==> src/rtl/pc_sequencer_pkg.sv <==
// Shared types and constants for the PC sequencer slice.
// Package VSTypes is imported by the interface, the in-flight FIFO and the top.
package VSTypes;

    typedef logic [31:0] addr32b;

    typedef enum logic [1:0] {
        BOOT  = 2'd0,
        RUN   = 2'd1,
        HOLD  = 2'd2,
        FLUSH = 2'd3
    } PcSeqStateType;

    localparam addr32b PC_STEP       = 32'd4;
    localparam addr32b PC_ALIGN_MASK = 32'hFFFF_FFFC;

    // Word-align an address; every PC leaving the sequencer goes through this.
    function automatic addr32b align_pc(input addr32b raw);
        return raw & PC_ALIGN_MASK;
    endfunction

endpackage

==> src/rtl/pc_sequencer_if.sv <==
// Bus between the PC sequencer (master) and the fetch/branch side (slave).
// Carries the PC handshake, skip/redirect inputs, retire pop and stats outputs.
interface pc_sequencer_if #(
    parameter int INFLIGHT_DEPTH = 4,
    parameter int CNT_W          = 16
);
    import VSTypes::*;

    addr32b                        PredictedPCOut;
    logic                          PCValidOut;
    logic                          PCReadyIn;
    logic                          SkipTakenIn;
    addr32b                        SkipTargetIn;
    logic                          RedirectEnIn;
    addr32b                        RedirectPCIn;
    logic                          StallIn;
    logic                          RetireIn;
    addr32b                        RetirePCOut;
    logic [$clog2(INFLIGHT_DEPTH):0] InFlightCntOut;
    logic [CNT_W-1:0]              SkipCntOut;
    logic [CNT_W-1:0]              RedirectCntOut;

    modport master (
        output PredictedPCOut, PCValidOut, RetirePCOut, InFlightCntOut,
               SkipCntOut, RedirectCntOut,
        input  PCReadyIn, SkipTakenIn, SkipTargetIn, RedirectEnIn,
               RedirectPCIn, StallIn, RetireIn
    );

    modport slave (
        input  PredictedPCOut, PCValidOut, RetirePCOut, InFlightCntOut,
               SkipCntOut, RedirectCntOut,
        output PCReadyIn, SkipTakenIn, SkipTargetIn, RedirectEnIn,
               RedirectPCIn, StallIn, RetireIn
    );

endinterface

==> src/rtl/pc_inflight_fifo.sv <==
// Small FIFO of outstanding fetch PCs. Depth must be a power of two so the
// pointers wrap naturally. Clear has priority over push and pop. The head
// output reads as zero while the FIFO is empty.
module pc_inflight_fifo
    import VSTypes::*;
#(
    parameter int DEPTH = 4
) (
    input  logic                     clk,
    input  logic                     rst_n,
    input  logic                     clear,
    input  logic                     push,
    input  addr32b                   push_data,
    input  logic                     pop,
    output addr32b                   head,
    output logic [$clog2(DEPTH):0]   count,
    output logic                     full,
    output logic                     empty
);

    localparam int PTR_W = $clog2(DEPTH);
    localparam logic [PTR_W:0] FULL_COUNT = (PTR_W + 1)'(DEPTH);

    addr32b           mem [DEPTH];
    logic [PTR_W-1:0] wr_ptr;
    logic [PTR_W-1:0] rd_ptr;
    logic             do_push;
    logic             do_pop;

    assign full    = (count == FULL_COUNT);
    assign empty   = (count == '0);
    assign do_push = push & ~full;
    assign do_pop  = pop & ~empty;
    assign head    = empty ? '0 : mem[rd_ptr];

    // Pointer and occupancy bookkeeping; clear empties the queue in one cycle.
    always_ff @(posedge clk or negedge rst_n) begin
        if (!rst_n) begin
            wr_ptr <= '0;
            rd_ptr <= '0;
            count  <= '0;
        end else if (clear) begin
            wr_ptr <= '0;
            rd_ptr <= '0;
            count  <= '0;
        end else begin
            if (do_push) wr_ptr <= wr_ptr + 1'b1;
            if (do_pop)  rd_ptr <= rd_ptr + 1'b1;
            case ({do_push, do_pop})
                2'b10:   count <= count + 1'b1;
                2'b01:   count <= count - 1'b1;
                default: count <= count;
            endcase
        end
    end

    // Entry storage; needs no reset because head is masked while empty.
    always_ff @(posedge clk) begin
        if (do_push && !clear) mem[wr_ptr] <= push_data;
    end

endmodule

==> src/rtl/pc_sequencer.sv <==
// Front-end PC generator feeding the skip-table fetch stage.
// Next PC priority: redirect, then same-cycle skip target, then PC+4.
// Optional feature macro: PC_SEQ_STATS_EN enables the saturating skip and
// redirect counters; without it both counter outputs are tied to zero.
module pc_sequencer
    import VSTypes::*;
#(
    parameter addr32b RESET_PC       = 32'h0000_0000,
    parameter int     INFLIGHT_DEPTH = 4,
    parameter int     CNT_W          = 16
) (
    input  logic             ClockIn,
    input  logic             AsyncResetIn,
    pc_sequencer_if.master   bus
);

    localparam int CW = $clog2(INFLIGHT_DEPTH) + 1;

    PcSeqStateType  state;
    PcSeqStateType  state_next;
    addr32b         pc;
    addr32b         pc_next;
    logic           offer_valid;
    logic           transfer;
    logic           redirect_take;
    logic           push;
    logic           pop;
    logic           fifo_full;
    logic           fifo_empty;
    logic [CW-1:0]  fifo_count;
    addr32b         fifo_head;

    // State and current PC registers; reset discards everything in flight.
    always_ff @(posedge ClockIn or negedge AsyncResetIn) begin
        if (!AsyncResetIn) begin
            state <= BOOT;
            pc    <= align_pc(RESET_PC);
        end else begin
            state <= state_next;
            pc    <= pc_next;
        end
    end

    // Next-state, offer-valid and next-PC selection; redirect overrides any transfer.
    always_comb begin
        state_next    = state;
        pc_next       = pc;
        offer_valid   = 1'b0;
        redirect_take = 1'b0;
        case (state)
            BOOT:    state_next = RUN;
            RUN: begin
                offer_valid = ~fifo_full;
                if (bus.StallIn) state_next = HOLD;
            end
            HOLD:    if (!bus.StallIn) state_next = RUN;
            FLUSH:   state_next = bus.StallIn ? HOLD : RUN;
            default: state_next = BOOT;
        endcase
        transfer = offer_valid & bus.PCReadyIn;
        if ((state != BOOT) && bus.RedirectEnIn) begin
            redirect_take = 1'b1;
            state_next    = FLUSH;
            pc_next       = align_pc(bus.RedirectPCIn);
        end else if (transfer) begin
            pc_next = bus.SkipTakenIn ? align_pc(bus.SkipTargetIn) : pc + PC_STEP;
        end
    end

    assign push = transfer & ~redirect_take;
    assign pop  = bus.RetireIn & ~fifo_empty & (state != FLUSH);

    pc_inflight_fifo #(
        .DEPTH (INFLIGHT_DEPTH)
    ) u_inflight (
        .clk       (ClockIn),
        .rst_n     (AsyncResetIn),
        .clear     (redirect_take),
        .push      (push),
        .push_data (pc),
        .pop       (pop),
        .head      (fifo_head),
        .count     (fifo_count),
        .full      (fifo_full),
        .empty     (fifo_empty)
    );

    assign bus.PredictedPCOut = pc;
    assign bus.PCValidOut     = offer_valid;
    assign bus.RetirePCOut    = fifo_head;
    assign bus.InFlightCntOut = fifo_count;

`ifdef PC_SEQ_STATS_EN
    logic [CNT_W-1:0] skip_cnt;
    logic [CNT_W-1:0] redirect_cnt;

    // Saturating counts of accepted skips and accepted redirects.
    always_ff @(posedge ClockIn or negedge AsyncResetIn) begin
        if (!AsyncResetIn) begin
            skip_cnt     <= '0;
            redirect_cnt <= '0;
        end else begin
            if (push && bus.SkipTakenIn && (skip_cnt != '1))
                skip_cnt <= skip_cnt + 1'b1;
            if (redirect_take && (redirect_cnt != '1))
                redirect_cnt <= redirect_cnt + 1'b1;
        end
    end

    assign bus.SkipCntOut     = skip_cnt;
    assign bus.RedirectCntOut = redirect_cnt;
`else
    assign bus.SkipCntOut     = {CNT_W{1'b0}};
    assign bus.RedirectCntOut = {CNT_W{1'b0}};
`endif

endmodule
==> src/flat_wrapper.sv <==
// flat-port wrapper written by rule: the top's interface ports become plain ports
module pc_sequencer_flat import VSTypes::*;
#(
    parameter addr32b RESET_PC       = 32'h0000_0000,
    parameter int     INFLIGHT_DEPTH = 4,
    parameter int     CNT_W          = 16
)
  (ClockIn, AsyncResetIn, bus_PredictedPCOut, bus_PCValidOut, bus_RetirePCOut, bus_InFlightCntOut, bus_SkipCntOut, bus_RedirectCntOut, bus_PCReadyIn, bus_SkipTakenIn, bus_SkipTargetIn, bus_RedirectEnIn, bus_RedirectPCIn, bus_StallIn, bus_RetireIn);
  pc_sequencer_if #(.INFLIGHT_DEPTH(INFLIGHT_DEPTH), .CNT_W(CNT_W)) bus_i ();
  input  logic ClockIn;
  input  logic AsyncResetIn;
  output wire logic [$bits(bus_i.PredictedPCOut)-1:0] bus_PredictedPCOut;
  output wire logic [$bits(bus_i.PCValidOut)-1:0] bus_PCValidOut;
  output wire logic [$bits(bus_i.RetirePCOut)-1:0] bus_RetirePCOut;
  output wire logic [$bits(bus_i.InFlightCntOut)-1:0] bus_InFlightCntOut;
  output wire logic [$bits(bus_i.SkipCntOut)-1:0] bus_SkipCntOut;
  output wire logic [$bits(bus_i.RedirectCntOut)-1:0] bus_RedirectCntOut;
  input wire logic [$bits(bus_i.PCReadyIn)-1:0] bus_PCReadyIn;
  input wire logic [$bits(bus_i.SkipTakenIn)-1:0] bus_SkipTakenIn;
  input wire logic [$bits(bus_i.SkipTargetIn)-1:0] bus_SkipTargetIn;
  input wire logic [$bits(bus_i.RedirectEnIn)-1:0] bus_RedirectEnIn;
  input wire logic [$bits(bus_i.RedirectPCIn)-1:0] bus_RedirectPCIn;
  input wire logic [$bits(bus_i.StallIn)-1:0] bus_StallIn;
  input wire logic [$bits(bus_i.RetireIn)-1:0] bus_RetireIn;
  assign bus_PredictedPCOut = bus_i.PredictedPCOut;
  assign bus_PCValidOut = bus_i.PCValidOut;
  assign bus_RetirePCOut = bus_i.RetirePCOut;
  assign bus_InFlightCntOut = bus_i.InFlightCntOut;
  assign bus_SkipCntOut = bus_i.SkipCntOut;
  assign bus_RedirectCntOut = bus_i.RedirectCntOut;
  assign bus_i.PCReadyIn = bus_PCReadyIn;
  assign bus_i.SkipTakenIn = bus_SkipTakenIn;
  assign bus_i.SkipTargetIn = bus_SkipTargetIn;
  assign bus_i.RedirectEnIn = bus_RedirectEnIn;
  assign bus_i.RedirectPCIn = bus_RedirectPCIn;
  assign bus_i.StallIn = bus_StallIn;
  assign bus_i.RetireIn = bus_RetireIn;
  pc_sequencer #(.RESET_PC(RESET_PC), .INFLIGHT_DEPTH(INFLIGHT_DEPTH), .CNT_W(CNT_W)) u_core (.ClockIn(ClockIn), .AsyncResetIn(AsyncResetIn), .bus(bus_i));
endmodule
==> config.mk <==
export PLATFORM = sky130hd
export DESIGN_NAME = pc_sequencer_flat
export DESIGN_NICKNAME = d
export VERILOG_FILES = /design/src/rtl/pc_sequencer_pkg.sv /design/src/rtl/pc_sequencer_if.sv /design/src/rtl/pc_inflight_fifo.sv /design/src/rtl/pc_sequencer.sv /design/src/flat_wrapper.sv
export SDC_FILE = /design/constraint.sdc
export NUM_CORES = 1
export LEC_CHECK = 0
export ABC_CLOCK_PERIOD_IN_PS = 3150
export CORE_ASPECT_RATIO = 0.8
export CORE_MARGIN = 2
export CORE_UTILIZATION = 29
export CTS_BUF_LIST = sky130_fd_sc_hd__clkbuf_8
export DETAILED_ROUTE_END_ITERATION = 7
export PLACE_DENSITY = 0.57
export SLEW_MARGIN = 30
export SYNTH_ARGS = -nofsm -noshare
export SYNTH_HDL_FRONTEND = slang
export SYNTH_SLANG_ARGS = --single-unit
==> constraint.sdc <==
create_clock -name ClockIn -period 3.15 [get_ports ClockIn]
set_clock_uncertainty 0.2 [all_clocks]
set_input_delay 0.4725 -clock ClockIn [delete_from_list [all_inputs] [get_ports ClockIn]]
set_output_delay 0.4725 -clock ClockIn [all_outputs]
set_load 0.02 [all_outputs]
### Word level (Yosys, flattened, before mapping)

Memory sizes are Yosys's and may differ from the RTL's.
Cells that the tools add are included.

* output and inout bits: 100
* RAM bits: 128
* memories: 1
* register bits: 41
* input port bits: 71

Memories
* u_core.u_inflight.mem: depth 4, bits a word 32, read ports 1, clocked after memory_dff 0, write ports 1, line pc_inflight_fifo.sv:24 `addr32b mem [DEPTH];`

* equality and inequality tests: 9
* bitwise operators: 9
* reduce and logical (&&, ||, !) cells: 11
* multiplexer cells: 19
* $add $sub $neg: 5

Operator list (number)
* $mux W32: 4
* $add A32 B3 Y32 const B: 1
* $mux W2: 8
* $pmux W2 S4: 1
* $reduce_bool A2 Y1: 4
* $and A1 B1 Y1: 6
* $eq A2 B2 Y1 const B: 3
* $ne A3 B2 Y1 const B: 2
* $pmux W3 S2: 1
* $add A2 B1 Y2 const B: 2
* $eq A2 B1 Y1 const B: 2
* $mux W1: 4
* $add A3 B1 Y3 const B: 1
* $eq A3 B3 Y1 const B: 1
* $logic_not A3 Y1: 1
* $mux W3: 1
* $not A1 Y1: 3
* $reduce_bool A3 Y1: 1
* $sub A3 B1 Y3 const B: 1
* $logic_and A1 B1 Y1: 2
* $logic_not A2 Y1: 1
* $ne A2 B2 Y1 const B: 1
* $reduce_and A2 Y1: 1
* $logic_not A1 Y1: 1

### Logic depth before layout (Yosys ltp)

* depth after elaboration: 9
* mapped depth: 10

### Hierarchy

From an unflattened synthesis, not the netlist that was laid out.

* cells, all modules: 566
* area, all modules: 7916.3 sq um

Modules (own cells, without submodules)
* pc_inflight_fifo: times used 1, cells each 268, area each 5427.7 sq um
* pc_sequencer: times used 1, cells each 298, area each 2488.6 sq um

### Least setup slack after synthesis

OpenSTA, ideal clock, no wires.

* path kind: register to register
* start point: register u_core.u_inflight.count[2]
* end point: register u_core.u_inflight.count[2]
* setup time: 78 ps
* data arrival time: 2583 ps
* period minus slack after synthesis: 2861 ps
* required time: 2872 ps
* stages on the path, launching flop included: 11
* setup slack: 289 ps
* path through: dfrtp_1 nor3b_1 or2_2 buf_2 nor2_1 inv_1 ha_1 fa_1 xnor2_1 or3_1 a21oi_1

* word-level cells in the longest chain between the ends: 9
* elaborated cells on any way between the ends: 18
* those cells by class: add/sub: 2; eq/ne: 3; mux: 3; bitwise: 8; reduce/logical: 2

Ends and longest elaborated chain
* start: declaration: line pc_inflight_fifo.sv:16 `output logic [$clog2(DEPTH):0] count,`
* start signal: assignment: line pc_inflight_fifo.sv:50 `2'b10: count <= count + 1'b1;`
* start signal: assignment: line pc_inflight_fifo.sv:51 `2'b01: count <= count - 1'b1;`
* start signal: assignment: line pc_inflight_fifo.sv:52 `default: count <= count;`
* $eq A3 B3 Y1: line pc_inflight_fifo.sv:30 `assign full = (count == FULL_COUNT);`
* $not A1 Y1: line pc_inflight_fifo.sv:32, pc_sequencer.sv:53
* $mux W1: line pc_sequencer.sv:50 `case (state)`
* $and A1 B1 Y1: line pc_sequencer.sv:60 `transfer = offer_valid & bus.PCReadyIn;`
* $and A1 B1 Y1: line pc_sequencer.sv:70 `assign push = transfer & ~redirect_take;`
* $and A1 B1 Y1: line pc_inflight_fifo.sv:32 `assign do_push = push & ~full;`
* $eq A2 B1 Y1 or $eq A2 B2 Y1 (tied branches): line pc_inflight_fifo.sv:49 `case ({do_push, do_pop})`
* $pmux W3 S2: line pc_inflight_fifo.sv:49
* $mux W3: line pc_inflight_fifo.sv:42 `end else if (clear) begin`

Several ways; a longest one is shown, not always the timed one.
A chain may end at the register's enable or synchronous reset.

### Final worst setup path

* start point: register u_core.u_inflight.rd_ptr[0]
* end point: output port bus_RetirePCOut[24]

* word-level cells in the longest chain between the ends: 2

Ends and longest elaborated chain
* start: declaration: line pc_inflight_fifo.sv:26 `logic [PTR_W-1:0] rd_ptr;`
* start signal: assignment: line pc_inflight_fifo.sv:48 `if (do_pop) rd_ptr <= rd_ptr + 1'b1;`
* $mem_v2 Z4 W32
* $mux W32: line pc_inflight_fifo.sv:34 `assign head = empty ? '0 : mem[rd_ptr];`
* end: declaration: line flat_wrapper.sv:14 `output wire logic [$bits(bus_i.RetirePCOut)-1:0] bus_RetirePCOut;`

No other way between the ends.

==> results_dict.tcl <==
set metrics [dict create \
    outcome "complete, no violations" \
    r2r.worst_path.cells 9 \
    synth_area_leader_cell "edfxtp_1" \
    period_share 0.961 \
    syn2layout_area_growth_pct 28.9 \
    critPathMaxFanout 16 \
    drc 0 \
    leakagePower_nw 3.32 \
    drive_gt1_frac 0.136 \
    cts_tree "built" \
    ys_ff_latch 159 \
    critPathMaxStageDelay_ns 0.55 \
    crit_family "buffers and inverters" \
    powerDensity_mw_per_mm2 506 \
    drtPass1Iterations 4 \
    via_per_inst 4.82 \
    top_layer "met4" \
    drtIter0Drc 386 \
    min_period_ns 3.03 \
    rsz0062_at_grt "no" \
    ant_nets 0 \
    path_depth 4 \
    drv_cap 0 \
    synthCells 564 \
    yosys-top-cells-count "edfxtp_1 (120), nand2_1 (44), dfrtp_1 (39)" \
    grt_pass1_vias 5033 \
    setup_viol 0 \
    die_area_mm2 0.0272 \
    cp_slowest_cell "clkdlybuf4s50_1" \
    peakVddDrop_mv 0.210 \
    wl_met2_um 9670 \
    grt_util_all_layers 0.154 \
    antenna_found_initial 0 \
    synth_area_leaders "edfxtp_1 (48%), dfrtp_1 (13%), mux4_2 (9.0%), buf_4 (3.6%), nor2b_1 (2.5%)" \
    diodes 0 \
    grt_first_pass_wirelength_um 30700 \
    end_kind "output port" \
    cts.clk_slew.worst_paths_ns 0.08 \
    dp_hpwl_um 13700 \
    wl_per_cell_um 19.8 \
    ys.warnings.count 0 \
    drt_wl_total_um 20700 \
    synthFlopType "edfxtp_1" \
    num_vias 5045 \
    io_buffers 130 \
    gp_congestion 0.773 \
    crit_type "reg2out" \
    insertion_delay_ns 0.46 \
    nets 788 \
    required_ns 2.48 \
    cts.sinks 159 \
    ys_types 51 \
    core.rowCount 52 \
    fmax_ghz 0.330 \
    wl_met1_um 9450 \
    cts_resized 0 \
    path_buf_inv 2 \
    wl_met3_um 1430 \
    grt_max_degree 56 \
    cts.path.max_buffers 2 \
    total_power_mw 4.89 \
    cts_made_buffers 17 \
    hold_viol 0 \
    cp.arrival_ns 2.35 \
    worstPathCellList "clkbuf_16 > mux4_2 > nor2b_1 > clkdlybuf4s50_1" \
    setup_tns_ns 0 \
    synth_top_area_frac 0.480 \
    grt-ovfl-total 0 \
    hp-class "in2async" \
    core_mm2 0.0254 \
    synth.most_common_cell "edfxtp_1" \
    relSlewSlack 0.588 \
    ys_seq_area_frac 0.610 \
    cts-root-buf "clkbuf_8" \
    start_util 0.296 \
    worst_pin_slew_ns 0.619 \
    netlist_area_mm2 0.00750 \
    synth-async-reset-ratio 0.245 \
    dieHeight_um 148 \
    cts-htree-levels 4 \
    io-pin-count 171 \
    critPathLaunchType "flop" \
    avgSynthCellArea_um2 13.3 \
    synth_edf_count 120 \
    slew_viol_final 0 \
    die-width_um 184 \
]
[routing by layer]
layer,vias up,global-route usage
li1,2358,-
met1,2528,0.211
met2,149,0.242
met3,10,0.0453
met4,0,0.0348
met5,-,0
[repair_timing]
| item | CTS | global route |
|---|---|---|
| hold buffers | 1 | 0 |
| setup buffers | 0 | 0 |
| endpoints found under the hold margin | 21 | 0 |
| endpoints found under the setup margin | 0 | 19 |
[through the flow]
stage          setup slack (ns)  cells  hold slack, ns  area [um2]   util
5_1_grt                 0.00909   1047           0.344        9670  0.381
2_1_floorplan             0.289    599         -0.0231        7640      -
4_1_cts                  0.0310   1046           0.340        9650  0.380
6_report                  0.123   1047           0.350        9670  0.381
3_3_place_gp              0.164   1013           0.313        9210  0.363
3_5_place_dp              0.102   1013           0.317        9210  0.363
[final cells by class]
| class | instances | area, um2 |
|---|---|---|
| clock buffers | 19 | 262 |
| clock inverters | 13 | 160 |
| fillers | 2457 | 15700 |
| inverters | 10 | 37.5 |
| multi-input cells | 363 | 2630 |
| flip-flops and latches | 159 | 4580 |
| well taps | 324 | 405 |
| repair buffers | 159 | 1600 |
[state kept, by name (all words and copies together), names as in the netlist]
register,count
u_core.u_inflight.mem,120
u_core.bus.PredictedPCOut,30
u_core.u_inflight.count,3
u_core.state,2
u_core.u_inflight.rd_ptr,2
u_core.u_inflight.wr_ptr,2
[path summary, 6_finish.rpt]
kind,from,to,slack (ns)
setup / recovery,u_core.u_inflight.rd_ptr[0],bus_RetirePCOut[24],0.12
setup reg to reg,u_core.state[1],u_core.u_inflight.count[2],0.50
hold reg to reg,u_core.u_inflight.wr_ptr[1],u_core.u_inflight.wr_ptr[1],0.38
min in group ClockIn,bus_RedirectPCIn[4],u_core.bus.PredictedPCOut[4],0.37
hold / removal,AsyncResetIn,u_core.u_inflight.count[0],0.35
max in group asynchronous,AsyncResetIn,u_core.bus.PredictedPCOut[31],1.66
[report_power, final]
part	switching, mW	internal [mW]	leakage (nW)
combinational	0.409	0.358	1.54
clock	0.781	0.831	0.218
sequential	0.145	2.36	1.56
[cells by family after synthesis]
family | share of synthesized area
and+or+nand+nor | 0.118
DFF | 0.610
AOI/OAI and AO/OA | 0.0774
buffers and inverters | 0.0582
muxes | 0.0994
xor gates and xnor gates | 0.0233
adders and majority gates | 0.0127
other | 0.000500
[cell usage in the layout (no fill, tap or decap), types with 5 or more instances in the layout]
cell type	count
or3_1	6
xor2_1	8
clkdlybuf4s50_1	129
o221ai_1	10
nor4_1	9
dfrtp_1	38
buf_12	5
inv_1	10
mux2i_1	7
and3_1	15
conb_1	36
nand4_1	8
edfxtp_1	120
a21oi_1	24
mux4_2	30
nor2_1	26
clkbuf_8	19
ha_1	6
nor3_1	6
buf_4	22
nor2b_1	30
nand3_1	15
o22ai_1	5
nand2_1	44
xnor2_1	12
o21ai_0	23
No activity file was read; power rests on OpenSTA's default activity.
